[src/rtl/dror_point_scheduler_pkg.sv]
// Shared types and helpers for the DROR validator datapath.
// Used by the point scheduler, its lane masker and the core.
package dror_pkg;

  typedef enum logic [2:0] {
    IDLE,
    FETCH_P,
    LOAD_P,
    STREAM,
    DRAIN,
    REPORT,
    DONE
  } state_t;

  localparam logic [63:0] SENTINEL = '1;

  function automatic int dm_shift(input int dm);
    return $clog2(dm);
  endfunction

endpackage

[src/rtl/dror_point_scheduler_if.sv]
// Verdict handshake from the point scheduler to the
// filtered-cloud writer.
interface dror_point_scheduler_if #(
  parameter int N = 16
);
  logic           o_result_valid;
  logic           i_result_ready;
  logic [2*N-1:0] o_result_index;
  logic           o_result_inlier;

  modport master (
    output o_result_valid,
    output o_result_index,
    output o_result_inlier,
    input  i_result_ready
  );

  modport slave (
    input  o_result_valid,
    input  o_result_index,
    input  o_result_inlier,
    output i_result_ready
  );
endinterface

[src/rtl/dror_lane_masker.sv]
// Replaces out-of-cloud lanes and the point's own lane with
// the sentinel, then registers the row onto the cp buses.
module dror_lane_masker
  import dror_pkg::*;
#(
  parameter int N      = 16,
  parameter int DM     = 8,
  parameter int ADDR_W = 12
) (
  input  logic            i_clock,
  input  logic            i_reset,
  input  logic            i_valid,
  input  logic [ADDR_W-1:0] i_row,
  input  logic [2*N-1:0]  i_size,
  input  logic [2*N-1:0]  i_self_idx,
  input  logic [N*DM-1:0] i_x,
  input  logic [N*DM-1:0] i_y,
  input  logic [N*DM-1:0] i_z,
  output logic [N*DM-1:0] o_x,
  output logic [N*DM-1:0] o_y,
  output logic [N*DM-1:0] o_z
);
  localparam int SHIFT = dm_shift(DM);
  localparam int W     = 2 * N;

  logic [W-1:0]    w_row_base;
  logic [N*DM-1:0] w_x;
  logic [N*DM-1:0] w_y;
  logic [N*DM-1:0] w_z;
  logic [N*DM-1:0] r_x;
  logic [N*DM-1:0] r_y;
  logic [N*DM-1:0] r_z;

  assign w_row_base =
    {{(W-ADDR_W){1'b0}}, i_row} << SHIFT;

  for (genvar k = 0; k < DM; k++) begin : g_lane
    logic [W-1:0] w_idx;
    logic         w_keep;
    assign w_idx  = w_row_base | W'(k);
    assign w_keep = i_valid
                 && (w_idx < i_size)
                 && (w_idx != i_self_idx);
    assign w_x[k*N +: N] = w_keep ?
      i_x[k*N +: N] : SENTINEL[N-1:0];
    assign w_y[k*N +: N] = w_keep ?
      i_y[k*N +: N] : SENTINEL[N-1:0];
    assign w_z[k*N +: N] = w_keep ?
      i_z[k*N +: N] : SENTINEL[N-1:0];
  end

  always_ff @(posedge i_clock or negedge i_reset) begin
    if (!i_reset) begin
      r_x <= '0;
      r_y <= '0;
      r_z <= '0;
    end else begin
      r_x <= w_x;
      r_y <= w_y;
      r_z <= w_z;
    end
  end

  assign o_x = r_x;
  assign o_y = r_y;
  assign o_z = r_z;

endmodule

[src/rtl/dror_point_scheduler.sv]
// Walks every point of the cloud through dror_validator_core
// and reports one inlier/outlier verdict per point.
module dror_point_scheduler
  import dror_pkg::*;
#(
  parameter int N                = 16,
  parameter int DISTANCE_MODULES = 8,
  parameter int ADDR_W           = 12,
  parameter int CORE_LATENCY     = 4,
  parameter int DRAIN_SLACK      = 2
) (
  input  logic        i_clock,
  input  logic        i_reset,
  input  logic        i_start,
  input  logic [2*N-1:0] i_point_cloud_size,
  output logic        o_busy,
  output logic        o_done,
  output logic [ADDR_W-1:0] o_mem_addr,
  output logic        o_mem_rd,
  input  logic [N*DISTANCE_MODULES-1:0] i_mem_x,
  input  logic [N*DISTANCE_MODULES-1:0] i_mem_y,
  input  logic [N*DISTANCE_MODULES-1:0] i_mem_z,
  output logic [N-1:0] o_point_x,
  output logic [N-1:0] o_point_y,
  output logic [N-1:0] o_point_z,
  output logic [N*DISTANCE_MODULES-1:0] o_cp_x,
  output logic [N*DISTANCE_MODULES-1:0] o_cp_y,
  output logic [N*DISTANCE_MODULES-1:0] o_cp_z,
  output logic [2*N-1:0] o_point_cloud_size,
  output logic        o_core_reset,
  input  logic        i_inlier,
  input  logic        i_outlier,
  dror_point_scheduler_if.master res_if
);
  localparam int DM        = DISTANCE_MODULES;
  localparam int SHIFT     = dm_shift(DM);
  localparam int W         = 2 * N;
  localparam int DRAIN_CYC = CORE_LATENCY + DRAIN_SLACK;
  localparam int DW        = $clog2(DRAIN_CYC + 1);

  state_t r_state;
  state_t w_next;

  logic [W-1:0]      r_size;
  logic [W-1:0]      r_idx;
  logic [ADDR_W-1:0] r_row;
  logic [ADDR_W-1:0] r_data_row;
  logic              r_data_vld;
  logic [DW-1:0]     r_drain;
  logic              r_verdict;
  logic              r_busy;
  logic              r_done;
  logic [N-1:0]      r_px;
  logic [N-1:0]      r_py;
  logic [N-1:0]      r_pz;

  logic [W:0]         w_rows_m1;
  logic               w_last_row;
  logic               w_last_idx;
  logic               w_accept;
  logic               w_hs;
  logic               w_set;
  logic               w_verdict;
  logic               w_mask_vld;
  logic [SHIFT-1:0]   w_lane;
  logic [ADDR_W-1:0]  w_self_row;

  // Row count minus one, widened so ceil() cannot overflow.
  assign w_rows_m1 =
    (({1'b0, r_size} + (W+1)'(DM - 1)) >> SHIFT)
    - (W+1)'(1);
  assign w_last_row =
    ({{(W+1-ADDR_W){1'b0}}, r_row} == w_rows_m1);
  assign w_last_idx = (r_idx == r_size - W'(1));
  assign w_lane     = r_idx[SHIFT-1:0];
  assign w_self_row = r_idx[SHIFT +: ADDR_W];
  assign w_accept   = (r_state == IDLE) && i_start;
  assign w_hs       = (r_state == REPORT)
                   && res_if.i_result_ready;

  always_ff @(posedge i_clock or negedge i_reset) begin
    if (!i_reset) r_state <= IDLE;
    else          r_state <= w_next;
  end

  always_comb begin
    w_next    = r_state;
    w_set     = 1'b0;
    w_verdict = 1'b0;
    unique case (r_state)
      IDLE:
        if (i_start)
          w_next = (i_point_cloud_size == '0) ?
                   DONE : FETCH_P;
      FETCH_P: w_next = LOAD_P;
      LOAD_P:  w_next = STREAM;
      STREAM:
        if (i_inlier) begin
          w_next    = REPORT;
          w_set     = 1'b1;
          w_verdict = 1'b1;
        end else if (w_last_row) begin
          w_next = DRAIN;
        end
      DRAIN:
        if (i_inlier) begin
          w_next    = REPORT;
          w_set     = 1'b1;
          w_verdict = 1'b1;
        end else if (i_outlier ||
                     r_drain == DW'(DRAIN_CYC - 1)) begin
          w_next = REPORT;
          w_set  = 1'b1;
        end
      REPORT:
        if (res_if.i_result_ready)
          w_next = w_last_idx ? DONE : FETCH_P;
      DONE:    w_next = IDLE;
      default: w_next = IDLE;
    endcase
  end

  always_ff @(posedge i_clock or negedge i_reset) begin
    if (!i_reset) begin
      r_size     <= '0;
      r_idx      <= '0;
      r_row      <= '0;
      r_data_row <= '0;
      r_data_vld <= 1'b0;
      r_drain    <= '0;
      r_verdict  <= 1'b0;
      r_busy     <= 1'b0;
      r_done     <= 1'b0;
      r_px       <= '0;
      r_py       <= '0;
      r_pz       <= '0;
    end else begin
      r_data_vld <= (r_state == STREAM);
      r_data_row <= r_row;
      r_done     <= (r_state == DONE);
      if (w_accept) begin
        r_size <= i_point_cloud_size;
        r_idx  <= '0;
        r_busy <= 1'b1;
      end else if (r_state == DONE) begin
        r_busy <= 1'b0;
      end
      if (w_hs && !w_last_idx)
        r_idx <= r_idx + W'(1);
      if (r_state == LOAD_P) begin
        r_px  <= i_mem_x[w_lane*N +: N];
        r_py  <= i_mem_y[w_lane*N +: N];
        r_pz  <= i_mem_z[w_lane*N +: N];
        r_row <= '0;
      end
      if (r_state == STREAM) begin
        r_row   <= r_row + ADDR_W'(1);
        r_drain <= '0;
      end
      if (r_state == DRAIN)
        r_drain <= r_drain + DW'(1);
      if (w_set)
        r_verdict <= w_verdict;
    end
  end

  // Rows still in flight when the verdict lands are dropped.
  assign w_mask_vld = r_data_vld
    && (r_state == STREAM || r_state == DRAIN);

  dror_lane_masker #(
    .N      (N),
    .DM     (DM),
    .ADDR_W (ADDR_W)
  ) u_masker (
    .i_clock    (i_clock),
    .i_reset    (i_reset),
    .i_valid    (w_mask_vld),
    .i_row      (r_data_row),
    .i_size     (r_size),
    .i_self_idx (r_idx),
    .i_x        (i_mem_x),
    .i_y        (i_mem_y),
    .i_z        (i_mem_z),
    .o_x        (o_cp_x),
    .o_y        (o_cp_y),
    .o_z        (o_cp_z)
  );

  assign o_busy             = r_busy;
  assign o_done             = r_done;
  assign o_point_x          = r_px;
  assign o_point_y          = r_py;
  assign o_point_z          = r_pz;
  assign o_point_cloud_size = r_size;
  assign o_mem_rd = (r_state == FETCH_P)
                 || (r_state == STREAM);
  assign o_mem_addr =
    (r_state == FETCH_P) ? w_self_row :
    (r_state == STREAM)  ? r_row : '0;
  assign o_core_reset = !((r_state == STREAM)
                       || (r_state == DRAIN));

  assign res_if.o_result_valid  = (r_state == REPORT);
  assign res_if.o_result_index  =
    (r_state == REPORT) ? r_idx : '0;
  assign res_if.o_result_inlier =
    (r_state == REPORT) && r_verdict;

endmodule

[src/flat_wrapper.sv]
// flat-port wrapper written by rule: the top's interface ports become plain ports
module dror_point_scheduler_flat import dror_pkg::*;
#(
  parameter int N                = 16,
  parameter int DISTANCE_MODULES = 8,
  parameter int ADDR_W           = 12,
  parameter int CORE_LATENCY     = 4,
  parameter int DRAIN_SLACK      = 2
)
  (i_clock, i_reset, i_start, i_point_cloud_size, o_busy, o_done, o_mem_addr, o_mem_rd, i_mem_x, i_mem_y, i_mem_z, o_point_x, o_point_y, o_point_z, o_cp_x, o_cp_y, o_cp_z, o_point_cloud_size, o_core_reset, i_inlier, i_outlier, res_if_o_result_valid, res_if_o_result_index, res_if_o_result_inlier, res_if_i_result_ready);
  dror_point_scheduler_if #(.N(N)) res_if_i ();
  input  logic i_clock;
  input  logic i_reset;
  input  logic i_start;
  input  logic [2*N-1:0] i_point_cloud_size;
  output logic o_busy;
  output logic o_done;
  output logic [ADDR_W-1:0] o_mem_addr;
  output logic o_mem_rd;
  input  logic [N*DISTANCE_MODULES-1:0] i_mem_x;
  input  logic [N*DISTANCE_MODULES-1:0] i_mem_y;
  input  logic [N*DISTANCE_MODULES-1:0] i_mem_z;
  output logic [N-1:0] o_point_x;
  output logic [N-1:0] o_point_y;
  output logic [N-1:0] o_point_z;
  output logic [N*DISTANCE_MODULES-1:0] o_cp_x;
  output logic [N*DISTANCE_MODULES-1:0] o_cp_y;
  output logic [N*DISTANCE_MODULES-1:0] o_cp_z;
  output logic [2*N-1:0] o_point_cloud_size;
  output logic o_core_reset;
  input  logic i_inlier;
  input  logic i_outlier;
  output wire logic [$bits(res_if_i.o_result_valid)-1:0] res_if_o_result_valid;
  output wire logic [$bits(res_if_i.o_result_index)-1:0] res_if_o_result_index;
  output wire logic [$bits(res_if_i.o_result_inlier)-1:0] res_if_o_result_inlier;
  input wire logic [$bits(res_if_i.i_result_ready)-1:0] res_if_i_result_ready;
  assign res_if_o_result_valid = res_if_i.o_result_valid;
  assign res_if_o_result_index = res_if_i.o_result_index;
  assign res_if_o_result_inlier = res_if_i.o_result_inlier;
  assign res_if_i.i_result_ready = res_if_i_result_ready;
  dror_point_scheduler #(.N(N), .DISTANCE_MODULES(DISTANCE_MODULES), .ADDR_W(ADDR_W), .CORE_LATENCY(CORE_LATENCY), .DRAIN_SLACK(DRAIN_SLACK)) u_core (.i_clock(i_clock), .i_reset(i_reset), .i_start(i_start), .i_point_cloud_size(i_point_cloud_size), .o_busy(o_busy), .o_done(o_done), .o_mem_addr(o_mem_addr), .o_mem_rd(o_mem_rd), .i_mem_x(i_mem_x), .i_mem_y(i_mem_y), .i_mem_z(i_mem_z), .o_point_x(o_point_x), .o_point_y(o_point_y), .o_point_z(o_point_z), .o_cp_x(o_cp_x), .o_cp_y(o_cp_y), .o_cp_z(o_cp_z), .o_point_cloud_size(o_point_cloud_size), .o_core_reset(o_core_reset), .i_inlier(i_inlier), .i_outlier(i_outlier), .res_if(res_if_i));
endmodule
[config.mk]
export PLATFORM = sky130hd
export DESIGN_NAME = dror_point_scheduler_flat
export DESIGN_NICKNAME = d
export VERILOG_FILES = /design/src/rtl/dror_point_scheduler_pkg.sv /design/src/rtl/dror_point_scheduler_if.sv /design/src/rtl/dror_lane_masker.sv /design/src/rtl/dror_point_scheduler.sv /design/src/flat_wrapper.sv
export SDC_FILE = /design/constraint.sdc
export NUM_CORES = 1
export LEC_CHECK = 0
export ABC_AREA = 1
export BUFFER_PORTS_ARGS = -buffer_cell sky130_fd_sc_hd__buf_4
export CAP_MARGIN = 5
export CORE_AREA = 2 2 369 371
export CTS_BUF_LIST = sky130_fd_sc_hd__clkbuf_16
export CTS_CLUSTER_DIAMETER = 60
export DETAILED_ROUTE_END_ITERATION = 6
export DIE_AREA = 0 0 371 373
export GPL_TIMING_DRIVEN = 0
export PLACE_DENSITY = 0.48
export SLEW_MARGIN = 20
export SYNTH_ARGS = -nofsm -noshare
export SYNTH_HDL_FRONTEND = slang
export SYNTH_SLANG_ARGS = --single-unit
export TNS_END_PERCENT = 5
[constraint.sdc]
create_clock -name i_clock -period 3.44 [get_ports i_clock]
set_input_delay 0.172 -clock i_clock [delete_from_list [all_inputs] [get_ports i_clock]]
set_output_delay 0.172 -clock i_clock [all_outputs]
set_load 0.01 [all_outputs]
== Word-level counts from Yosys, hierarchy flattened ==
Cells that the tools add are included.

* Add/subtract/negate cells: 6
* Multipliers: 0
* Div/mod/pow operators: 0
* Order comparisons: 8
* Eq/ne operators: 21
* Shifts and indexed selects: 3
* Mux-type cells: 49
* Bitwise gates (word level): 0
* Reductions and logical operators: 34

{| class="wikitable"
|+ Operators by type and width
! operator !! number
|-
| $mux 16 || 24
|-
| $shiftx 128x8->16 || 3
|-
| $lt 15x32->1 || 8
|-
| $ne 15x32->1 || 8
|-
| $mux 32 || 3
|-
| $mux 12 || 4
|-
| $add 32x3->33 const B || 1
|-
| $eq 12x33->1 || 1
|-
| $add 32x1->32 const B || 1
|-
| $eq 32x32->1 || 1
|-
| $logic_not 32->1 || 1
|-
| $sub 32x1->32 const B || 1
|-
| $sub 30x1->31 const B || 1
|-
| $mux 3 || 10
|-
| $logic_and 1x1->1 || 21
|-
| $pmux 3 s6 || 1
|-
| $add 12x1->12 const B || 1
|-
| $eq 3x3->1 const B || 4
|-
| $reduce_bool 2->1 || 4
|-
| $eq 3x2->1 const B || 2
|-
| $mux 1 || 6
|-
| $ne 3x2->1 const B || 2
|-
| $reduce_and 4->1 || 1
|-
| $add 3x1->3 const B || 1
|-
| other kinds (8) || 11
|}

* Register bits after elaboration: 530
* Latch bits: 0
* Bits in writable memories: 0
* ROM bits: 0
* Logic and storage cells: 137
* Memories kept: 0

== Depth between registers and ports, before layout ==
Gate-level depths: netlist (run 1).

* Depth in word-level cells: 6
* Depth in mapped cells: 23
* Mapped depth without buffers: 23

== Cells and area by module ==
From an unflattened synthesis (run 1), not the netlist that was laid out.

* Cells, all modules: 3589
* Area, all modules: 28222.1 um2

{| class="wikitable"
|+ By module, submodules not included
! module !! times used !! cells each !! area an instance (um2) !! sequential area each (um2)
|-
| dror_lane_masker || 1 || 1504 || 15288.4 || 9609.2
|-
| dror_point_scheduler || 1 || 2085 || 12933.7 || 3653.5
|}

== Worst setup path after synthesis (run 1) ==
No wires, ideal clock.

* Path type: register to register
* Start point: reg u_core.r_size[5] (netlist: u_core.o_point_cloud_size[5])
* End point: reg u_core.u_masker.r_y[10] (netlist: u_core.u_masker.o_y[10])
* Setup time: 0.123 ns
* Data arrival time: 2.720 ns
* Required time: 3.317 ns
* Slack: 0.597 ns
* Cell stages (with the launch flop): 15
* Period minus slack after synthesis: 2.843 ns
* Cells stage by stage: dfrtp_1 buf_2 inv_2 ha_1 a21o_1 a221oi_1 o21ai_0 nand2_1 nand2_1 nand2_1 a41oi_1 a311oi_1 buf_2 buf_2 nand2_1

* Cells in the longest elaborated chain, start to end: 4

{| class="wikitable"
|+ RTL lines
! what !! RTL line !! text
|-
| start: declaration || dror_point_scheduler.sv:44 || <nowiki>logic [W-1:0] r_size;</nowiki>
|-
| start signal: assignment || dror_point_scheduler.sv:142 || <nowiki>r_size <= i_point_cloud_size;</nowiki>
|-
| $lt 15x32->1 || dror_lane_masker.sv:42 || <nowiki>&& (w_idx < i_size)</nowiki>
|-
| $logic_and 1x1->1 || dror_lane_masker.sv:42 ||
|-
| $logic_and 1x1->1 || dror_lane_masker.sv:43 || <nowiki>&& (w_idx != i_self_idx);</nowiki>
|-
| $mux 16 || dror_lane_masker.sv:46 || <nowiki>assign w_y[k*N +: N] = w_keep ?</nowiki>
|-
| via u_core.u_masker.w_y[10] || dror_lane_masker.sv:28 || <nowiki>logic [N*DM-1:0] w_y;</nowiki>
|-
| end signal: assignment || dror_lane_masker.sv:59 || <nowiki>r_y <= w_y;</nowiki>
|-
| end: declaration || dror_lane_masker.sv:31 || <nowiki>logic [N*DM-1:0] r_y;</nowiki>
|}

The timed path passes the listed nets, and every way through them passes these cells.
A chain may end at the register's enable or synchronous reset.

== Worst setup path after layout (run 1) ==
* Start point: reg u_core.r_size[9] (netlist: u_core.o_point_cloud_size[9])
* End point: reg u_core.u_masker.r_y[7] (netlist: u_core.u_masker.o_y[7])

The elaborated chain is that of the path after synthesis.

==> results.json, run 1 <==
{
  "clock_sinks": 530,
  "irDropWorstVdd_uv": 378,
  "viasPerCell": 4.41,
  "drive_gt1_share_pct": 27.1,
  "clock_tree.buffer_depth": 3,
  "crit_required_ps": 3980,
  "grt_pass1_vias": 29000,
  "worstHoldPathCells": 4,
  "cp_max_fo": 10,
  "min_period_ps": 3320,
  "worst_pin_slew_ps": 1190,
  "grt_pass1_wl_mm": 242,
  "synth_top_area_share_pct": 51.1,
  "netlist_area_sq_um": 26000,
  "synth_cell_types": 47,
  "ant_nets": 0,
  "cts_tree": "done",
  "final_area_sq_um": 43300,
  "die_y_microns": 373,
  "grt_max_degree": 96,
  "reg2regPathDepth": 15,
  "syn_to_final_growth_pct": 66.8,
  "htree_levels": 3,
  "rsz0062_at_grt": "true",
  "synth_area_leader_cell": "dfrtp_1",
  "p_leak_nw": 19.6,
  "grt_antenna_before_repair": 19,
  "rows": 135,
  "port_buffers": 935,
  "reg2reg_slack_ps": 120,
  "drt_first_pass_iters": 6,
  "initial_core_util_pct": 19.3,
  "fin_nets": 5223,
  "overflow": 0,
  "cts-root-buf": "clkbuf_16",
  "synth_most_common_cell": "nand2_1",
  "r2r_start": "u_core.o_point_cloud_size[9]",
  "drv_slew": 0,
  "worstSetupPathDepth": 15,
  "drc_errors": 0,
  "crit_path_max_incr_delay_ps": 370,
  "critPathTopFamily": "compound AO/OA/AOI/OAI gates",
  "slew_headroom_pct": 20.5,
  "endpoint_kind": "register",
  "status": "complete, no violations",
  "setup_violations": 0,
  "yosys_warnings": 0,
  "yosys_most_used_dff": "dfrtp_1",
  "io_pins": 936,
  "synth_seq_cells": 530,
  "hold_viol": 0,
  "postLayoutSetupSlackWorst_ps": 121,
  "vias": 29300,
  "crit_slowest_cell": "dfrtp_1",
  "syn_inst": 3303,
  "dpl.hpwl_mm": 151,
  "whs_ps": 210,
  "setup.worst_path.class": "register to register",
  "synthTopCellsByArea": "dfrtp_1 (51%), nand2_1 (12%), inv_1 (7.9%)",
  "synth_edf_count": 0,
  "startpoint_type": "register",
  "hold_end": "u_core.u_masker.o_y[14]",
  "routed_wl_mm": 183,
  "syn_avg_cell_area_sq_um": 7.86,
  "r2r_end": "u_core.u_masker.o_y[7]",
  "power_density_nw_per_um2": 646,
  "grt_use_total_pct": 25.6,
  "clk_latency_ps": 700,
  "clk_pin_slew_worst_paths_ps": 60,
  "fillCellCount": 14300,
  "hold_path_class": "input port to register",
  "finalCritPeriodShare_pct": 96.5,
  "wl_per_cell_microns": 27.6,
  "drt_iter0_drc": 2308,
  "maxCapViolCount": 0,
  "fp.dieW_microns": 371,
  "synth-seq-area-share_pct": 51.1,
  "die_area_sq_um": 138000,
  "crit_chain": "clkbuf_4 > inv_1 > ha_1 > a21oi_1 > o21ai_0 > nand3_1 > a21oi_1 > a21oi_2 > nand2_4 > nand2_1 > a41oi_1 > a311oi_4 > buf_4 > clkbuf_4 > nand2_1",
  "dp.cells": 6029,
  "netlist_top_cells_count": "nand2_1 (845), inv_1 (549), dfrtp_1 (530)",
  "cts_buffers": 83,
  "coreArea_sq_um": 135000,
  "layoutNonFillerInstCount": 6643,
  "max_freq_mhz": 301,
  "synth_nets": 3749,
  "worstHoldStart": "i_mem_y[14]",
  "place_ws_ps": -1530,
  "placed_area_sq_um": 35500,
  "crit_buf_inv": 4,
  "gp_congestion": 0.962,
  "skew_ps": 51.5,
  "arrival_ps": 3850,
  "async_flop_share_pct": 100
}
routing by layer:
layer	track usage [%]	vias up	share of wire, %
li1	-	13400	-
met1	30.6	14200	39
met2	41.5	1374	46
met3	6.77	300	7.8
met4	14.7	12	6.9
met5	0	-	0.042
layout make-up:
cell class                 count  area, sq um  share of cell area [%]
sequential                   530        13300                    30.6
tap                         1781         2230                    5.14
inverter                     569         2140                    4.94
clock inverter                71          676                    1.56
buffer                       151          817                    1.89
clock buffer                  83         2080                    4.79
multi-input combinational   2049        10400                    24.0
antenna                       16         40.0                  0.0924
timing repair buffer        1393        11700                    27.0
worst max-delay path by stage:
stage,from,to,slack [ps]
floorplan,u_core.o_point_cloud_size[5],u_core.u_masker.o_y[10],600
global placement,i_reset,u_core.o_point_z[8],-4300
detailed placement,u_core.r_idx[0],u_core.u_masker.o_z[98],-1530
CTS,u_core.o_point_cloud_size[0],u_core.r_state[0],-60
global route,u_core.o_point_cloud_size[4],u_core.r_state[2],-40
finish,u_core.o_point_cloud_size[9],u_core.u_masker.o_y[7],120
report_power, final:
group,leakage (nW),internal (W),total [W],switching [W]
registers,5.23,0.00707,0.00773,0.000660
clock network,1.37,0.00495,0.00850,0.00356
logic,13.0,0.00365,0.0118,0.00811
worst reg2reg max path, cell delays in order, from the launching register on:
cell	delay [ps]
dfrtp_1	370
clkbuf_4	200
inv_1	220
ha_1	290
a21oi_1	140
o21ai_0	90
nand3_1	80
a21oi_1	70
a21oi_2	260
nand2_4	140
nand2_1	160
a41oi_1	100
a311oi_4	360
buf_4	200
clkbuf_4	240
nand2_1	230
registers in the layout, indices dropped and copies added (netlist names):
name,count
u_core.o_busy,1
u_core.o_done,1
u_core.o_point_cloud_size,32
u_core.o_point_x,16
u_core.o_point_y,16
u_core.o_point_z,16
u_core.r_data_row,12
u_core.r_data_vld,1
u_core.r_drain,3
u_core.r_idx,32
u_core.r_row,12
u_core.r_state,3
u_core.r_verdict,1
u_core.u_masker.o_x,128
u_core.u_masker.o_y,128
u_core.u_masker.o_z,128
kinds of logic (layout without fill, tap and decap cells):
family | count (synthesis) | in the layout | share of synthesized area [%]
simple gates | 1397 | 1397 | 22.8
buf+inv | 724 | 2267 | 10.7
mux | 3 | 3 | 0.130
other cells | 0 | 16 | 0
fa+ha+maj | 24 | 24 | 1.16
xor+xnor | 89 | 89 | 3.00
flops | 530 | 530 | 51.1
compound gates | 536 | 536 | 11.1
placed cells by master (no fill, tap or decap), types with 9 or more instances in the layout:
cell,instances
nor4_1,19
clkinv_1,18
o2111ai_1,25
clkbuf_1,73
clkbuf_2,27
nor2_4,17
clkbuf_16,84
inv_1,560
xnor2_1,19
dlygate4sd3_1,423
diode_2,16
o22ai_1,32
nand4_1,64
nand2_1,830
dfrtp_1,524
nor2_1,215
xor2_1,67
a21oi_1,198
nor3_1,27
inv_2,14
buf_4,978
o21ai_1,9
clkbuf_4,13
nand3_1,136
buf_2,9
nand2_2,22
nand3b_1,9
o21ai_0,247
ha_1,22
nor2_2,26
metrics by stage:
stage | TNS, ps | utilization, % | power (W)
after floorplan | 0 | - | 0.0125
after CTS | -128 | 31.8 | 0.0280
final | 0 | 32.2 | 0.0280
after global routing | -340 | 32.2 | 0.0294
after global placement | -2654170 | 26.2 | 0.0187
after detailed placement | -337090 | 26.4 | 0.0188
timing repair:
item,CTS,global route
resized for setup,95,90
endpoints found under the setup margin,480,279
hold buffers,424,0
hold endpoints to repair,671,0
buffers inserted,4,20
pin swaps,3,14
Power figures use the tool's default switching activity.
==> run 2: changes to the inputs <==
PLACE_DENSITY = 0.44   (was 0.48)
==> run 2 against run 1 <==
  * Total power about the same
  * First-iteration DRC count down 5.5%
  * Combinational power barely moved
  * Highest routed layer unchanged
  * Sequential power increased by 0.5%
  * Non-clock buffer count is 2 higher
  * Flip-flop and latch count is the same
  * Wire length up 0.52%
  * Clock skew decreased by 19 ps
  * Setup slack worse by 26 ps
==> results.json, run 2 (synthesis gave the netlist of run 1 again) <==
{
  "layoutNonFillerInstCount": 6641,
  "placed_area_sq_um": 35500,
  "hold_viol": 0,
  "syn_to_final_growth_pct": 66.7,
  "coreArea_sq_um": 135000,
  "grt_antenna_before_repair": 17,
  "cts_tree": "done",
  "gp_congestion": 1.00,
  "p_leak_nw": 19.5,
  "clk_latency_ps": 700,
  "vias": 29200,
  "cts-root-buf": "clkbuf_16",
  "final_area_sq_um": 43300,
  "drc_errors": 0,
  "hold_path_class": "input port to async pin",
  "crit_path_start": "u_core.r_idx[0]",
  "maxCapViolCount": 0,
  "initial_core_util_pct": 19.3,
  "endpoint_kind": "register",
  "status": "complete, no violations",
  "drv_slew": 0,
  "ant_nets": 0,
  "clock_sinks": 530,
  "grt_pass1_wl_mm": 245,
  "grt_use_total_pct": 25.8,
  "crit_required_ps": 4010,
  "max_freq_mhz": 299,
  "post-route-util_pct": 32.2,
  "startpoint_type": "register",
  "io_pins": 936,
  "arrival_ps": 3910,
  "rsz0062_at_grt": "true",
  "port_buffers": 935,
  "irDropWorstVdd_uv": 350,
  "htree_levels": 3,
  "grt_max_degree": 89,
  "finalCritPeriodShare_pct": 97.2,
  "clock_tree.buffer_depth": 3,
  "dpl.hpwl_mm": 151,
  "power_density_nw_per_um2": 647,
  "setup.worst_path.class": "register to register",
  "slew_headroom_pct": 20.1,
  "cts_buffers": 85,
  "routed_wl_mm": 184,
  "overflow": 0,
  "crit_slowest_cell": "buf_1",
  "layout_commonest_cell": "buf_4",
  "die_y_microns": 373,
  "skew_ps": 32.8,
  "grt_pass1_vias": 29300,
  "min_period_ps": 3340,
  "drt_first_pass_iters": 7,
  "die_area_sq_um": 138000,
  "fillCellCount": 14400,
  "fin_nets": 5227,
  "final_cell_mix": "buf_4 (984), nand2_1 (831), inv_1 (556), dfrtp_1 (524), dlygate4sd3_1 (421)",
  "finalSetupTns_ps": 0,
  "crit_chain": "inv_2 > clkbuf_2 > buf_1 > a21oi_1 > o21ai_0 > nand3_1 > nand4_1 > nand2_1",
  "wl_per_cell_microns": 27.8,
  "worst_pin_slew_ps": 1200,
  "drt_iter0_drc": 2182,
  "setup_violations": 0,
  "clk_pin_slew_worst_paths_ps": 60,
  "cp_max_fo": 10,
  "fp.dieW_microns": 371,
  "viasPerCell": 4.40,
  "dp.cells": 6029,
  "rows": 135,
  "crit_path_max_incr_delay_ps": 910,
  "reg2reg_slack_ps": 100,
  "drive_gt1_share_pct": 27.0,
  "r2r_start": "u_core.r_idx[0]"
}
-- run 2: report_power, final --
part	leakage (nW)	internal, W	switching, W
clock	1.36	0.00496	0.00356
sequential	5.23	0.00707	0.000692
combinational	13.0	0.00364	0.00808
-- run 2: routing by layer --
layer  track usage [%]  wire (microns)  vias to the layer above
li1                  -               -                    13400
met1              31.6           75800                    14300
met2              42.2           86000                     1250
met4              14.1           11200                        8
met3              5.21           11400                      286
met5                 0              60                        -
-- run 2: critical path: cells and delay by family (launching register included) --
| family | cells | cell delay (ps) |
|---|---|---|
| flops | 1 | 510 |
| simple gates | 3 | 570 |
| compound gates | 2 | 440 |
| buf+inv | 3 | 1670 |
-- run 2: final timing paths --
check                                              end  cells after the start
worst max register to register    u_core.o_point_z[10]                      8
worst min register to register    u_core.r_data_row[3]                      0
min in group i_clock                 u_core.r_state[0]                      7
max in group asynchronous          u_core.o_point_z[5]                      5
worst min-delay path            u_core.u_masker.o_y[6]                      2
worst max-delay path              u_core.o_point_z[10]                      8
-- run 2: cell type report --
type / instances / area (sq um) / share of cell area, %
flip-flops and latches: 530 / 13300 / 30.7
repair buffers: 1397 / 11700 / 27.0
multi-input cells: 2049 / 10400 / 24.0
well taps: 1781 / 2230 / 5.15
clock buffers: 87 / 2180 / 5.03
inverters: 569 / 2150 / 4.96
plain buffers: 149 / 817 / 1.89
clock inverters: 67 / 566 / 1.31
diodes: 12 / 30.0 / 0.0694
-- run 2: repair_timing --
item / in CTS / in global routing
gates resized for setup: 88 / 96
setup endpoints to repair: 498 / 247
buffers inserted: 6 / 25
pin swaps: 4 / 23
hold buffers: 421 / 0
hold endpoints to repair: 691 / 0
-- run 2: per-stage QoR --
step                      worst slack (ps)  power (W)  hold WS, ps
final                                 95.6     0.0280         67.8
after global routing                 -28.3     0.0294         86.9
after CTS                            -55.0     0.0280         18.4
after detailed placement             -1600     0.0188          177
after global placement               -4410     0.0187          365
after floorplan                        597     0.0125         -124
